===== src/rtl/filter_sched_pkg.sv =====
`default_nettype none
// ============================================================================
// Module   : filter_sched_pkg
// Purpose  : Shared types, default geometry and the BPM slew helper for the
//            filter frame scheduler.
// Revision : 1.0 - initial release
// ============================================================================
package filter_sched_pkg;

    localparam int DEF_IMG_W        = 320;
    localparam int DEF_IMG_H        = 240;
    localparam int FRAME_PIX        = DEF_IMG_W * DEF_IMG_H;
    localparam int DEF_MAX_BPM      = 200;
    localparam int DEF_BPM_STEP     = 4;
    localparam int DEF_STALE_FRAMES = 8;

    typedef enum logic [1:0] {
        IDLE      = 2'd0,
        ARMED     = 2'd1,
        ACTIVE    = 2'd2,
        DISARMING = 2'd3
    } sched_state_t;

    // Moves applied toward target by at most step; never overshoots target.
    function automatic logic [7:0] bpm_slew(input logic [7:0] applied,
                                            input logic [7:0] target,
                                            input logic [7:0] step);
        logic [8:0] a9;
        logic [8:0] t9;
        logic [8:0] s9;
        logic [7:0] res;
        a9 = {1'b0, applied};
        t9 = {1'b0, target};
        s9 = {1'b0, step};
        if (t9 >= a9) begin
            res = ((t9 - a9) <= s9) ? target : 8'(a9 + s9);
        end else begin
            res = ((a9 - t9) <= s9) ? target : 8'(a9 - s9);
        end
        return res;
    endfunction

endpackage
`default_nettype wire


===== src/rtl/bpm_slew_limiter.sv =====
`default_nettype none
// ============================================================================
// Module   : bpm_slew_limiter
// Purpose  : Holds the BPM target, staleness counter and applied BPM; updates
//            applied BPM only when the scheduler commands it at a boundary.
// Revision : 1.0 - initial release
// ============================================================================
module bpm_slew_limiter
    import filter_sched_pkg::*;
#(
    parameter int MAX_BPM      = DEF_MAX_BPM,
    parameter int BPM_STEP     = DEF_BPM_STEP,
    parameter int STALE_FRAMES = DEF_STALE_FRAMES
) (
    input  logic       clk,
    input  logic       rst,
    input  logic [7:0] i_bpm_in,
    input  logic       i_bpm_valid,
    input  logic       i_eof,
    input  logic       i_load,
    input  logic       i_slew,
    input  logic       i_clear,
    output logic [7:0] o_applied,
    output logic       o_stale
);

    localparam int                 STALE_W      = $clog2(STALE_FRAMES + 1);
    localparam logic [STALE_W-1:0] c_STALE_SAT  = STALE_W'(STALE_FRAMES);
    localparam logic [STALE_W-1:0] c_STALE_LAST = STALE_W'(STALE_FRAMES - 1);
    localparam logic [7:0]         c_MAX_BPM    = 8'(MAX_BPM);
    localparam logic [7:0]         c_BPM_STEP   = 8'(BPM_STEP);

    logic [7:0]         r_target;
    logic [7:0]         r_applied;
    logic [STALE_W-1:0] r_stale_cnt;
    logic               r_stale;
    logic [7:0]         w_bpm_clamped;

    assign w_bpm_clamped = (i_bpm_in > c_MAX_BPM) ? c_MAX_BPM : i_bpm_in;

    always_ff @(posedge clk) begin
        if (rst) begin
            r_target    <= '0;
            r_stale_cnt <= '0;
            r_stale     <= 1'b0;
        end else if (i_bpm_valid) begin
            r_target    <= w_bpm_clamped;
            r_stale_cnt <= '0;
            r_stale     <= 1'b0;
        end else if (i_eof) begin
            if (r_stale_cnt >= c_STALE_LAST) begin
                r_stale_cnt <= c_STALE_SAT;
                r_target    <= '0;
                r_stale     <= 1'b1;
            end else begin
                r_stale_cnt <= r_stale_cnt + 1'b1;
            end
        end
    end

    // The applied value reads r_target before any same-cycle capture lands.
    always_ff @(posedge clk) begin
        if (rst) begin
            r_applied <= '0;
        end else if (i_clear) begin
            r_applied <= '0;
        end else if (i_load) begin
            r_applied <= r_target;
        end else if (i_slew) begin
            r_applied <= bpm_slew(r_applied, r_target, c_BPM_STEP);
        end
    end

    assign o_applied = r_applied;
    assign o_stale   = r_stale;

endmodule
`default_nettype wire


===== src/rtl/filter_frame_scheduler.sv =====
`default_nettype none
// ============================================================================
// Module   : filter_frame_scheduler
// Purpose  : Counts accepted pixels and applies filter enable/mode/BPM changes
//            only on frame boundaries. FILTER_SCHED_SOF_RESYNC_EN adds a sof
//            resync input and a sync error counter.
// Revision : 1.0 - initial release
// ============================================================================
module filter_frame_scheduler
    import filter_sched_pkg::*;
#(
    parameter int IMG_W        = DEF_IMG_W,
    parameter int IMG_H        = DEF_IMG_H,
    parameter int MAX_BPM      = DEF_MAX_BPM,
    parameter int BPM_STEP     = DEF_BPM_STEP,
    parameter int STALE_FRAMES = DEF_STALE_FRAMES
) (
    input  logic                              clk,
    input  logic                              reset,
`ifdef FILTER_SCHED_SOF_RESYNC_EN
    input  logic                              sof,
    output logic [7:0]                        sync_err_count,
`endif
    input  logic                              enable_req,
    input  logic                              mode_req,
    input  logic [7:0]                        bpm_in,
    input  logic                              bpm_valid,
    input  logic                              pix_valid,
    input  logic                              pix_ready,
    output logic                              filter_enable,
    output logic                              filter_mode,
    output logic [7:0]                        BPM_estimate,
    output logic                              frame_done,
    output logic [$clog2(IMG_W*IMG_H)-1:0]    pixel_count,
    output logic                              bpm_stale,
    output logic [1:0]                        sched_state
);

    localparam int               FRAME_N    = IMG_W * IMG_H;
    localparam int               CNT_W      = $clog2(FRAME_N);
    localparam logic [CNT_W-1:0] c_LAST_PIX = CNT_W'(FRAME_N - 1);

    sched_state_t     r_state;
    sched_state_t     w_state_next;
    logic [CNT_W-1:0] r_pix_cnt;
    logic             r_frame_done;
    logic             r_filter_enable;
    logic             r_filter_mode;
    logic             w_accept;
    logic             w_eof;
    logic             w_load;
    logic             w_slew;
    logic             w_clear;
    logic             w_en_next;
    logic             w_mode_next;

    assign w_accept = pix_valid && pix_ready;

`ifdef FILTER_SCHED_SOF_RESYNC_EN
    logic [7:0] r_sync_err_count;

    // A sof starts a new frame, so the truncated one never produces an eof.
    assign w_eof = w_accept && !sof && (r_pix_cnt == c_LAST_PIX);

    always_ff @(posedge clk) begin
        if (reset) begin
            r_pix_cnt <= '0;
        end else if (sof) begin
            r_pix_cnt <= w_accept ? CNT_W'(1) : '0;
        end else if (w_accept) begin
            r_pix_cnt <= w_eof ? '0 : r_pix_cnt + 1'b1;
        end
    end

    always_ff @(posedge clk) begin
        if (reset) begin
            r_sync_err_count <= '0;
        end else if (sof && (r_pix_cnt != '0) && (r_sync_err_count != 8'hFF)) begin
            r_sync_err_count <= r_sync_err_count + 1'b1;
        end
    end

    assign sync_err_count = r_sync_err_count;
`else
    assign w_eof = w_accept && (r_pix_cnt == c_LAST_PIX);

    always_ff @(posedge clk) begin
        if (reset) begin
            r_pix_cnt <= '0;
        end else if (w_accept) begin
            r_pix_cnt <= w_eof ? '0 : r_pix_cnt + 1'b1;
        end
    end
`endif

    always_comb begin
        w_state_next = r_state;
        w_load       = 1'b0;
        w_slew       = 1'b0;
        w_clear      = 1'b0;
        w_en_next    = r_filter_enable;
        w_mode_next  = r_filter_mode;
        case (r_state)
            IDLE: begin
                w_en_next = 1'b0;
                if (enable_req) begin
                    w_state_next = ARMED;
                end
            end
            ARMED: begin
                if (!enable_req) begin
                    w_state_next = IDLE;
                end else if (w_eof) begin
                    w_state_next = ACTIVE;
                    w_load       = 1'b1;
                    w_en_next    = 1'b1;
                    w_mode_next  = mode_req;
                end
            end
            ACTIVE: begin
                if (w_eof) begin
                    w_slew      = 1'b1;
                    w_mode_next = mode_req;
                end
                if (!enable_req) begin
                    w_state_next = DISARMING;
                end
            end
            DISARMING: begin
                if (enable_req) begin
                    w_state_next = ACTIVE;
                    if (w_eof) begin
                        w_slew      = 1'b1;
                        w_mode_next = mode_req;
                    end
                end else if (w_eof) begin
                    w_state_next = IDLE;
                    w_clear      = 1'b1;
                    w_en_next    = 1'b0;
                end
            end
            default: begin
                w_state_next = IDLE;
            end
        endcase
    end

    always_ff @(posedge clk) begin
        if (reset) begin
            r_state         <= IDLE;
            r_filter_enable <= 1'b0;
            r_filter_mode   <= 1'b0;
            r_frame_done    <= 1'b0;
        end else begin
            r_state         <= w_state_next;
            r_filter_enable <= w_en_next;
            r_filter_mode   <= w_mode_next;
            r_frame_done    <= w_eof;
        end
    end

    bpm_slew_limiter #(
        .MAX_BPM      (MAX_BPM),
        .BPM_STEP     (BPM_STEP),
        .STALE_FRAMES (STALE_FRAMES)
    ) u_bpm_slew_limiter (
        .clk         (clk),
        .rst         (reset),
        .i_bpm_in    (bpm_in),
        .i_bpm_valid (bpm_valid),
        .i_eof       (w_eof),
        .i_load      (w_load),
        .i_slew      (w_slew),
        .i_clear     (w_clear),
        .o_applied   (BPM_estimate),
        .o_stale     (bpm_stale)
    );

    assign filter_enable = r_filter_enable;
    assign filter_mode   = r_filter_mode;
    assign frame_done    = r_frame_done;
    assign pixel_count   = r_pix_cnt;
    assign sched_state   = r_state;

endmodule
`default_nettype wire


===== config.mk =====
export PLATFORM = sky130hd
export DESIGN_NAME = filter_frame_scheduler
export DESIGN_NICKNAME = d
export VERILOG_FILES = /design/src/rtl/filter_sched_pkg.sv /design/src/rtl/bpm_slew_limiter.sv /design/src/rtl/filter_frame_scheduler.sv
export SDC_FILE = /design/constraint.sdc
export NUM_CORES = 1
export LEC_CHECK = 0
export CAP_MARGIN = 10
export CELL_PAD_IN_SITES_DETAIL_PLACEMENT = 0
export CELL_PAD_IN_SITES_GLOBAL_PLACEMENT = 2
export CORE_MARGIN = 5
export CORE_UTILIZATION = 35
export DETAILED_ROUTE_END_ITERATION = 8
export GPL_TIMING_DRIVEN = 0
export PLACE_DENSITY_LB_ADDON = 0.12
export SYNTH_ARGS = -nofsm -noshare
export SYNTH_HDL_FRONTEND = slang
export SYNTH_HIERARCHICAL = 1
export SYNTH_SLANG_ARGS = --single-unit

===== constraint.sdc =====
create_clock -name clk -period 7.13 [get_ports clk]
set_input_delay 0.713 -clock clk [delete_from_list [all_inputs] [get_ports clk]]
set_output_delay 0.713 -clock clk [all_outputs]
set_load 0.01 [all_outputs]

# Yosys cells after proc, flatten, opt, wreduce, memory -nomap -nowiden

Index checks and enable logic that the tools add are counted.

Register bits after elaboration: 43
Input bits: 15

$add $sub $neg: 6
$lt $le $gt $ge: 5
Equality and inequality tests: 13
Multiplexer cells: 32
Reduce and logical (&&, ||, !) cells: 16

Operator list:

| kind                  | number |
|---|---|
| $mux 8                | 9 |
| $le 9x3->1 const B    | 2 |
| $sub 8x8->9           | 2 |
| $add 17x1->17 const B | 1 |
| $eq 17x17->1 const B  | 1 |
| $mux 17               | 1 |
| $mux 2                | 6 |
| $ne 2x2->1 const B    | 6 |
| $mux 1                | 11 |
| $add 8x3->8 const B   | 1 |
| $ge 8x8->1            | 1 |
| $gt 8x8->1 const B    | 1 |
| $pmux 2 s4            | 1 |
| $reduce_bool 2->1     | 4 |
| $sub 8x3->8 const B   | 1 |
| $ne 3x3->1 const B    | 2 |
| $reduce_and 2->1      | 3 |
| $reduce_or 2->1       | 3 |
| $reduce_and 5->1      | 1 |
| $add 4x1->4 const B   | 1 |
| $eq 2x2->1 const B    | 2 |
| $ge 4x3->1 const B    | 1 |
| $mux 4                | 1 |
| $pmux 1 s2            | 2 |
| 7 further kinds       | 8 |

# Depth between registers and ports, before layout

Gate-level depths: netlist of run 1.

Word-level depth: 7
Gate-level depth with buffers: 12
Mapped depth without buffers: 10

# Cells and area by module

Netlist of run 1, hierarchy kept.

By module, submodules not included:

| module                 | times used | cells each | area an instance (um^2) | sequential area each (um^2) |
|---|---|---|---|---|
| bpm_slew_limiter       | 1          | 259        | 1,989.4                 | 420.4 |
| filter_frame_scheduler | 1          | 137        | 1,149.9                 | 440.4 |

# Worst setup path before layout of run 1

Ideal clock, no wire load.

Path kind: reg-to-reg
Start point: reg u_bpm_slew_limiter.r_applied[4], in the netlist u_bpm_slew_limiter/o_applied[4]
End point: reg u_bpm_slew_limiter.r_applied[6], in the netlist u_bpm_slew_limiter/o_applied[6]
Library setup time: 0.122 ns
Data arrival time: 2.814 ns
Required time: 7.008 ns
Setup slack: 4.194 ns
Cell stages (with the launch flop): 13
Path buffers: 2
Period minus slack after synthesis: 2.936 ns
Cells stage by stage: dfxtp_1 > clkbuf_1 > inv_1 > ha_1 > buf_6 > a21oi_1 > o21ai_0 > or3_1 > a211o_1 > or4_4 > a21oi_4 > o21ai_1 > o311a_1

Longest elaborated chain between the ends: 6
Elaborated cells between the ends (all ways): 12
Classes of those cells: 4 x add/sub; 3 x order compare; 5 x mux

Ends and longest elaborated chain:

| what                                  | RTL line                                       | source |
|---|---|---|
| from (decl)                           | bpm_slew_limiter.sv:34                         | `logic [7:0] r_applied;` |
| from (signal assigned)                | bpm_slew_limiter.sv:68                         | `r_applied <= r_target;` |
| from (signal assigned)                | bpm_slew_limiter.sv:70                         | `r_applied <= bpm_slew(r_applied, r_target, c_BPM_STEP);` |
| $sub 8x8->9, on equally long branches | filter_sched_pkg.sv:38, filter_sched_pkg.sv:36 |  |
| $le 9x3->1, on equally long branches  | filter_sched_pkg.sv:38, filter_sched_pkg.sv:36 |  |
| $mux 8, on equally long branches      | filter_sched_pkg.sv:38, filter_sched_pkg.sv:36 |  |
| $mux 8 (*)                            | filter_sched_pkg.sv:35                         | `if (t9 >= a9) begin` |
| $mux 8 (*)                            | bpm_slew_limiter.sv:69                         | `end else if (i_slew) begin` |
| $mux 8 (*)                            | bpm_slew_limiter.sv:67                         | `end else if (i_load) begin` |

Mark *: on every way between the ends. The rest lies on a longest branch, timed or not. The select of a mux whose other input is x is not followed.
A chain may end at the register's enable or synchronous reset.

# Worst setup path after layout of run 1

Start point: in pix_valid
End point: reg u_bpm_slew_limiter.r_applied[3], in the netlist u_bpm_slew_limiter/o_applied[3]

Longest elaborated chain between the ends: 6
Elaborated cells between the ends (all ways): 11
Classes of those cells: 7 x mux; 4 x reduce/logical

Ends and longest elaborated chain:

| what                            | RTL line                                                     | source |
|---|---|---|
| from (decl)                     | filter_frame_scheduler.sv:28                                 | `input logic pix_valid,` |
| $logic_and 1x1->1 (*)           | filter_frame_scheduler.sv:57                                 | `assign w_accept = pix_valid && pix_ready;` |
| $logic_and 1x1->1 (*)           | filter_frame_scheduler.sv:85                                 | `assign w_eof = w_accept && (r_pix_cnt == c_LAST_PIX);` |
| $mux 1 (*)                      | filter_frame_scheduler.sv:121, filter_frame_scheduler.sv:132 |  |
| $mux 1                          | filter_frame_scheduler.sv:130                                | `if (enable_req) begin` |
| $pmux 1 s2 (*)                  | filter_frame_scheduler.sv:103                                | `case (r_state)` |
| named net w_slew                | filter_frame_scheduler.sv:52                                 | `logic w_slew;` |
| $reduce_bool 2->1 (no line) (*) | n/a                                                          |  |

Mark *: on every way through the listed nets, which the timed path passes. The rest lies on a longest branch.

==> key figures, run 1 <==
Status
  • Status: finished, final reports clean

Logic synthesis
  • Ys async rst share: 0
  • Mapped Area: 3140 sq um
  • EDFF count, synth: 0
  • Syn Nets: 436
  • Synth unique cells: 73
  • Syn avg cell area: 7.93 sq um
  • Synth warnings: 6
  • Top FF cell, synth: dfxtp_1
  • Number of synthesized register bits: 43
  • Seq/Total Area, Yosys: 0.274
  • Synthesized instance count: roughly 400

Timing
  • Rel. slew slack: 0.457
  • Sum of negative setup slack: 0 ns
  • RSZ-0062 raised after global routing: false
  • Max Freq: around 270 MHz
  • Slew @ Worst Pin: 0.809 ns
  • Hold Vio Cnt, Final: 0
  • Fin crit period: 3.65 ns
  • Layout Skew: 0.0124 ns
  • Final clock period utilization by the worst path: 0.512
  • Setup WS post-layout: approximately 3.5 ns
  • Hold_ws: 0.492 ns
  • Setup violators final: 0
  • Slew Viols, Final: 0

Worst setup path
  • Reg-to-Reg Start: u_bpm_slew_limiter/o_applied[2]$_SDFFE_PP0P_
  • CP endpoint kind: flip-flop
  • Reg-to-Reg End: u_bpm_slew_limiter/o_applied[4]$_SDFFE_PP0P_
  • Arr. time, crit path: 3.85 ns
  • Worst Setup Path Type: input port to flip-flop
  • R2R setup slack: 3.82 ns
  • Max FO, Critical Path: 9
  • Worst path required time: around 7.3 ns
  • CP startpoint kind: input port
  • Setup crit start: pix_valid
  • Register-to-Register Path Depth: 10

Route
  • Initial DRC count: 118
  • DRT antenna net count: 0
  • Via-to-Cell Ratio: 5.41
  • Detailed Routing Iterations Pass 1: 4
  • Wirelength, routed: 8.69 mm
  • DR vias: 3009
  • Drc violations: 0
  • DR WL/cell: 15.6 microns

Global route
  • Global Route Usage Sum: 0.159
  • Largest net degree at the start of global routing: 15
  • Initial antenna violation count: 0
  • Gr ovfl total: 0
  • First-pass GRT wire length: 14.6 mm
  • Vias in the first global route: 2848

Power
  • Leakage: roughly 1.4 nW
  • Pwr dens: ~170 nW/um^2
  • VDD IR max: 0.120 mV

Clock tree
  • Inserted Clock Buffers: 5
  • Post-CTS Setup Bufs: 0
  • Clk slew on worst S/H paths: 0.10 ns
  • Post-cts resize count: 0
  • Max H-tree Level: 2
  • Clk_lat worst skew: 0.30 ns
  • CTS root buffer: clkbuf_8
  • Clk buf depth: 2
  • Clock Sinks: 43
  • CTS Hold Bufs: 0
  • CTS tree: done

Layout
  • Fill count: about 920
  • Area Overhead vs Synth: 22.2%
  • Antenna cell count: 0
  • Final Util: 0.440
  • Nets: 487
  • Most frequent cells in the layout: clkdlybuf4s50_1 (44), dfxtp_1 (43), nor2_1 (36), inv_1 (35), a21oi_1 (35)
  • Layout cells sized above 1: 0.0826
  • Post-route cell area: between 3000 and 4000 sq um
  • Most common cell after layout, fill and taps aside: clkdlybuf4s50_1

Min path
  • Worst Hold End: pixel_count[1]$_SDFFE_PP0P_
  • Hold path depth: 2
  • Hold Crit Start: pixel_count[1]$_SDFFE_PP0P_
  • Hold WC Path Type: flip-flop to flip-flop

Run
  • MaxCap Viol Count: 0

Floorplan
  • Die ar.: 11000 sq um
  • I/O pins: 46
  • Row cnt: 34
  • Core area: a little under 9000 sq um
  • Starting Density: 0.360
  • Die H: 105 microns
  • Die X: roughly 100 microns

Placed design
  • RD Place Congestion: 0.867
  • Area after DPL: 3710 sq um
  • Pre-CTS setup slack: 3.17 ns
  • IO buf count: 44
  • Final HPWL DP: 6.71 mm
## cell usage after synthesis, drive strengths merged, types with 5 or more instances
library cell / count / share of area
nand4: 6 / 0.019
nor2: 36 / 0.043
clkbuf: 5 / 0.0060
o21ai: 26 / 0.041
inv: 36 / 0.043
or3: 10 / 0.021
nand3: 15 / 0.026
a21oi: 38 / 0.067
nor4: 6 / 0.012
ha: 25 / 0.10
buf: 7 / 0.018
o21a: 5 / 0.012
nor3: 19 / 0.030
dfxtp: 43 / 0.27
a211oi: 10 / 0.027
xnor2: 13 / 0.036
nand2: 23 / 0.028
## layout make-up
type | instances | area, sq um | share of cell area
tap | 108 | 135 | 0.0352
timing repair buffer | 44 | 440 | 0.115
sequential | 43 | 861 | 0.224
buffer | 12 | 73.8 | 0.0192
clock buffer | 6 | 82.6 | 0.0215
clock inverter | 2 | 38.8 | 0.0101
multi-input combinational | 305 | 2070 | 0.539
inverter | 36 | 135 | 0.0352
## critical path, stage by stage
cell	delay [ns]
clkdlybuf4s50_1	0.62
nand4_4	0.20
nor3_1	0.70
nand3_1	0.34
nor2_1	0.53
nor2_1	0.21
a21oi_1	0.23
nand2_1	0.07
o211ai_1	0.13
a211oi_2	0.09
## logic make-up after synthesis
kind of cell / count (synthesis) / synth area share
compound gates: 122 / 0.270
xor+xnor: 15 / 0.0419
fa+ha+maj: 25 / 0.0996
buf+inv: 48 / 0.0666
flops: 43 / 0.274
mux: 4 / 0.0128
simple gates: 139 / 0.235
## power by group
part	internal (mW)	switching, mW
Clock	0.115	0.0911
Combinational	0.0839	0.0998
Sequential	0.249	0.0139
## routing by layer
| metal | global-route usage | part of all wire |
|---|---|---|
| met4 | 0.0292 | 0.0062 |
| met1 | 0.225 | 0.51 |
| met5 | 0 | 0 |
| met3 | 0.0314 | 0.034 |
| met2 | 0.252 | 0.45 |
## flip-flops by register name (all words and copies together) (netlist names)
name and cells:
sched_state 2, pixel_count 17, u_bpm_slew_limiter/r_target 8, frame_done 1, u_bpm_slew_limiter/o_stale 1, u_bpm_slew_limiter/o_applied 8
filter_mode 1, filter_enable 1, u_bpm_slew_limiter/r_stale_cnt 4
## how the worst max path moves through the flow
stage          slack [ns]                                            to
3_5_place_dp         3.17  u_bpm_slew_limiter/o_applied[3]$_SDFFE_PP0P_
6_report             3.48  u_bpm_slew_limiter/o_applied[3]$_SDFFE_PP0P_
5_1_grt              3.18  u_bpm_slew_limiter/o_applied[5]$_SDFFE_PP0P_
2_1_floorplan        4.19  u_bpm_slew_limiter/o_applied[6]$_SDFFE_PP0P_
4_1_cts              3.48  u_bpm_slew_limiter/o_applied[3]$_SDFFE_PP0P_
3_3_place_gp         3.24  u_bpm_slew_limiter/o_applied[3]$_SDFFE_PP0P_
## per-stage QoR
step	total power, mW	std cells
final	0.653	556
after global routing	0.696	556
after CTS	0.664	556
after detailed placement	0.451	548
after global placement	0.453	548
after floorplan	0.396	396
(Power assumes the default switching activity.)
==> run 2, diff against run 1 <==
Settings changed: CORE_UTILIZATION 35 to 29.
Clock period 7.13 ns to 3.2 ns, I/O delays scaled along.
==> key figures, run 2 (synthesis gave the netlist of run 1 again) <==
Worst setup path
  • Setup crit start: u_bpm_slew_limiter/o_applied[3]$_SDFFE_PP0P_
  • Worst Setup Path Type: flip-flop to flip-flop
  • Reg-to-Reg End: u_bpm_slew_limiter/o_applied[5]$_SDFFE_PP0P_
  • Reg-to-Reg Start: u_bpm_slew_limiter/o_applied[3]$_SDFFE_PP0P_
  • Critical-path top delay cell: or4_4
  • Register-to-Register Path Depth: 11
  • Arr. time, crit path: 3.24 ns
  • CP startpoint kind: flip-flop
  • CP endpoint kind: flip-flop
  • Cells along the critical path: inv_1 -> ha_1 -> buf_4 -> nand4_1 -> o21ba_1 -> or3_1 -> a211o_1 -> or4_4 -> nand2_2 -> a221oi_2 -> a211oi_2
  • Max FO, Critical Path: 10
  • R2R setup slack: 0.17 ns
  • Crit path to: u_bpm_slew_limiter/o_applied[5]$_SDFFE_PP0P_
  • Worst path required time: 3.41 ns
  • Critical path's largest stage delay: 0.48 ns

Layout
  • Post-route cell area: ~3900 sq um
  • Antenna cell count: 0
  • Area Overhead vs Synth: 23.4%
  • Final Util: 0.360
  • Multi-input combinational cell area: 2090 sq um
  • Reg area: approximately 870 sq um
  • Max FFs per register: 17
  • Nets: 486
  • Fill count: 1176
  • Most frequent cells in the layout: clkdlybuf4s50_1 (44), dfxtp_1 (39), inv_1 (35), a21oi_1 (35), nor2_1 (35)
  • Most common cell after layout, fill and taps aside: clkdlybuf4s50_1
  • Layout cells sized above 1: 0.0984
  • Cell Count, Final, Fillers Out: 587

Placed design
  • Pre-CTS setup slack: -0.284 ns
  • Final HPWL DP: 7.22 mm
  • Post-Place Cells: 580
  • Area after DPL: between 3000 and 4000 sq um
  • RD Place Congestion: approximately 0.83
  • IO buf count: 44

Power
  • Leakage: between 1 and 1.5 nW
  • VDD IR max: between 0.15 and 0.2 mV
  • Net switching power: 0.470 mW
  • Internal power: 0.893 mW
  • Switch share: 0.345
  • Clock Power Share: 0.260
  • Pwr dens: 352 nW/um^2
  • Comb pwr share: 0.309
  • Sequential share of power: 0.431

Run
  • MaxCap Viol Count: 0

Clock tree
  • Post-CTS Setup Bufs: 0
  • Clk slew on worst S/H paths: 0.09 ns
  • Inserted Clock Buffers: 5
  • Clk_lat worst skew: roughly 0.3 ns
  • CTS Hold Bufs: 0
  • CTS tree: done
  • Clk buf depth: 2
  • Max H-tree Level: 2
  • Clock Sinks: 43
  • CTS root buffer: clkbuf_8

Floorplan
  • Die ar.: 13000 sq um
  • I/O pins: 46
  • Die H: 114 microns
  • Die X: about 110 microns
  • Core area: 10700 sq um
  • Starting Density: 0.292
  • Row cnt: 38

Route
  • Via-to-Cell Ratio: roughly 5.2
  • Drc violations: 0
  • Detailed Routing Iterations Pass 1: 4
  • Initial DRC count: about 240
  • DR vias: 3073
  • DRT antenna net count: 0
  • Wirelength, routed: about 9.4 mm
  • DR WL/cell: 16.0 microns

Status
  • Status: finished, final reports clean

Timing
  • RSZ-0062 raised after global routing: false
  • Final clock period utilization by the worst path: 0.947
  • Rel. slew slack: 0.459
  • Max Freq: 330 MHz
  • Setup WS post-layout: approximately 0.17 ns
  • Hold_ws: slightly below 0.5 ns
  • Layout Skew: 0.0128 ns
  • Fin crit period: 3.03 ns
  • Slew Viols, Final: 0
  • Setup violators final: 0
  • Slew @ Worst Pin: 0.806 ns
  • Hold Vio Cnt, Final: 0

Global route
  • Largest net degree at the start of global routing: 14
  • Vias in the first global route: 3029
  • Global Route Usage Sum: 0.145
  • Initial antenna violation count: 0
  • First-pass GRT wire length: 15.5 mm
  • Gr ovfl total: 0

Min path
  • Hold WC Path Type: flip-flop to flip-flop
  • Hold path depth: 2
==> run 2: worst min-delay path by stage <==
stage / startpoint / to / slack (ns)
3_5_place_dp: u_bpm_slew_limiter/o_stale$_SDFFE_PP0P_ / u_bpm_slew_limiter/o_stale$_SDFFE_PP0P_ / 0.48
6_report: pixel_count[16]$_SDFFE_PP0P_ / pixel_count[16]$_SDFFE_PP0P_ / 0.50
5_1_grt: u_bpm_slew_limiter/o_stale$_SDFFE_PP0P_ / u_bpm_slew_limiter/o_stale$_SDFFE_PP0P_ / 0.53
4_1_cts: u_bpm_slew_limiter/o_stale$_SDFFE_PP0P_ / u_bpm_slew_limiter/o_stale$_SDFFE_PP0P_ / 0.50
3_3_place_gp: pixel_count[16]$_SDFFE_PP0P_ / pixel_count[16]$_SDFFE_PP0P_ / 0.48
2_1_floorplan: reset / sched_state[1]$_SDFFE_PP0P_ / 0.39
==> run 2: critical path: cells and delay by family, from the launching register on <==
kind,cells,cell delay (ns)
adders and majority gates,1,0.30
DFF,1,0.39
buffers and inverters,2,0.28
and+or+nand+nor,4,1.13
AOI/OAI and AO/OA,4,0.85
==> run 2: stage by stage <==
step | power [mW] | setup TNS (ns)
after detailed placement | 1.01 | -2.18
after floorplan | 0.881 | 0
final | 1.36 | 0
after CTS | 1.38 | 0
after global routing | 1.45 | 0
after global placement | 1.01 | -2.00
==> run 2: area by class of cell <==
| cell class | instances | share of cell area |
|---|---|---|
| clock buffer | 6 | 0.0187 |
| clock inverter | 2 | 0.00323 |
| timing repair buffer | 44 | 0.114 |
| inverter | 36 | 0.0349 |
| multi-input combinational | 305 | 0.541 |
| tap | 140 | 0.0452 |
| buffer | 11 | 0.0181 |
| sequential | 43 | 0.226 |
==> run 2: per-layer routing <==
metal	GRT usage	share of wire
met3	0.0207	0.031
met1	0.216	0.52
met5	0	0
met2	0.220	0.43
met4	0.0333	0.011
==> run 2: power groups by stage <==
stage / combinational [mW] / sequential [mW] / clock (mW)
after floorplan: 0.284 / 0.597 / 0
after global placement: 0.407 / 0.604 / 0
after detailed placement: 0.409 / 0.604 / 0
after CTS: 0.419 / 0.592 / 0.372
after global routing: 0.468 / 0.593 / 0.394
final: 0.421 / 0.588 / 0.354
==> run 2: repair_timing <==
action,CTS,global route
pin swaps,0,0
gates resized for setup,4,8
endpoints found under the setup margin,8,15
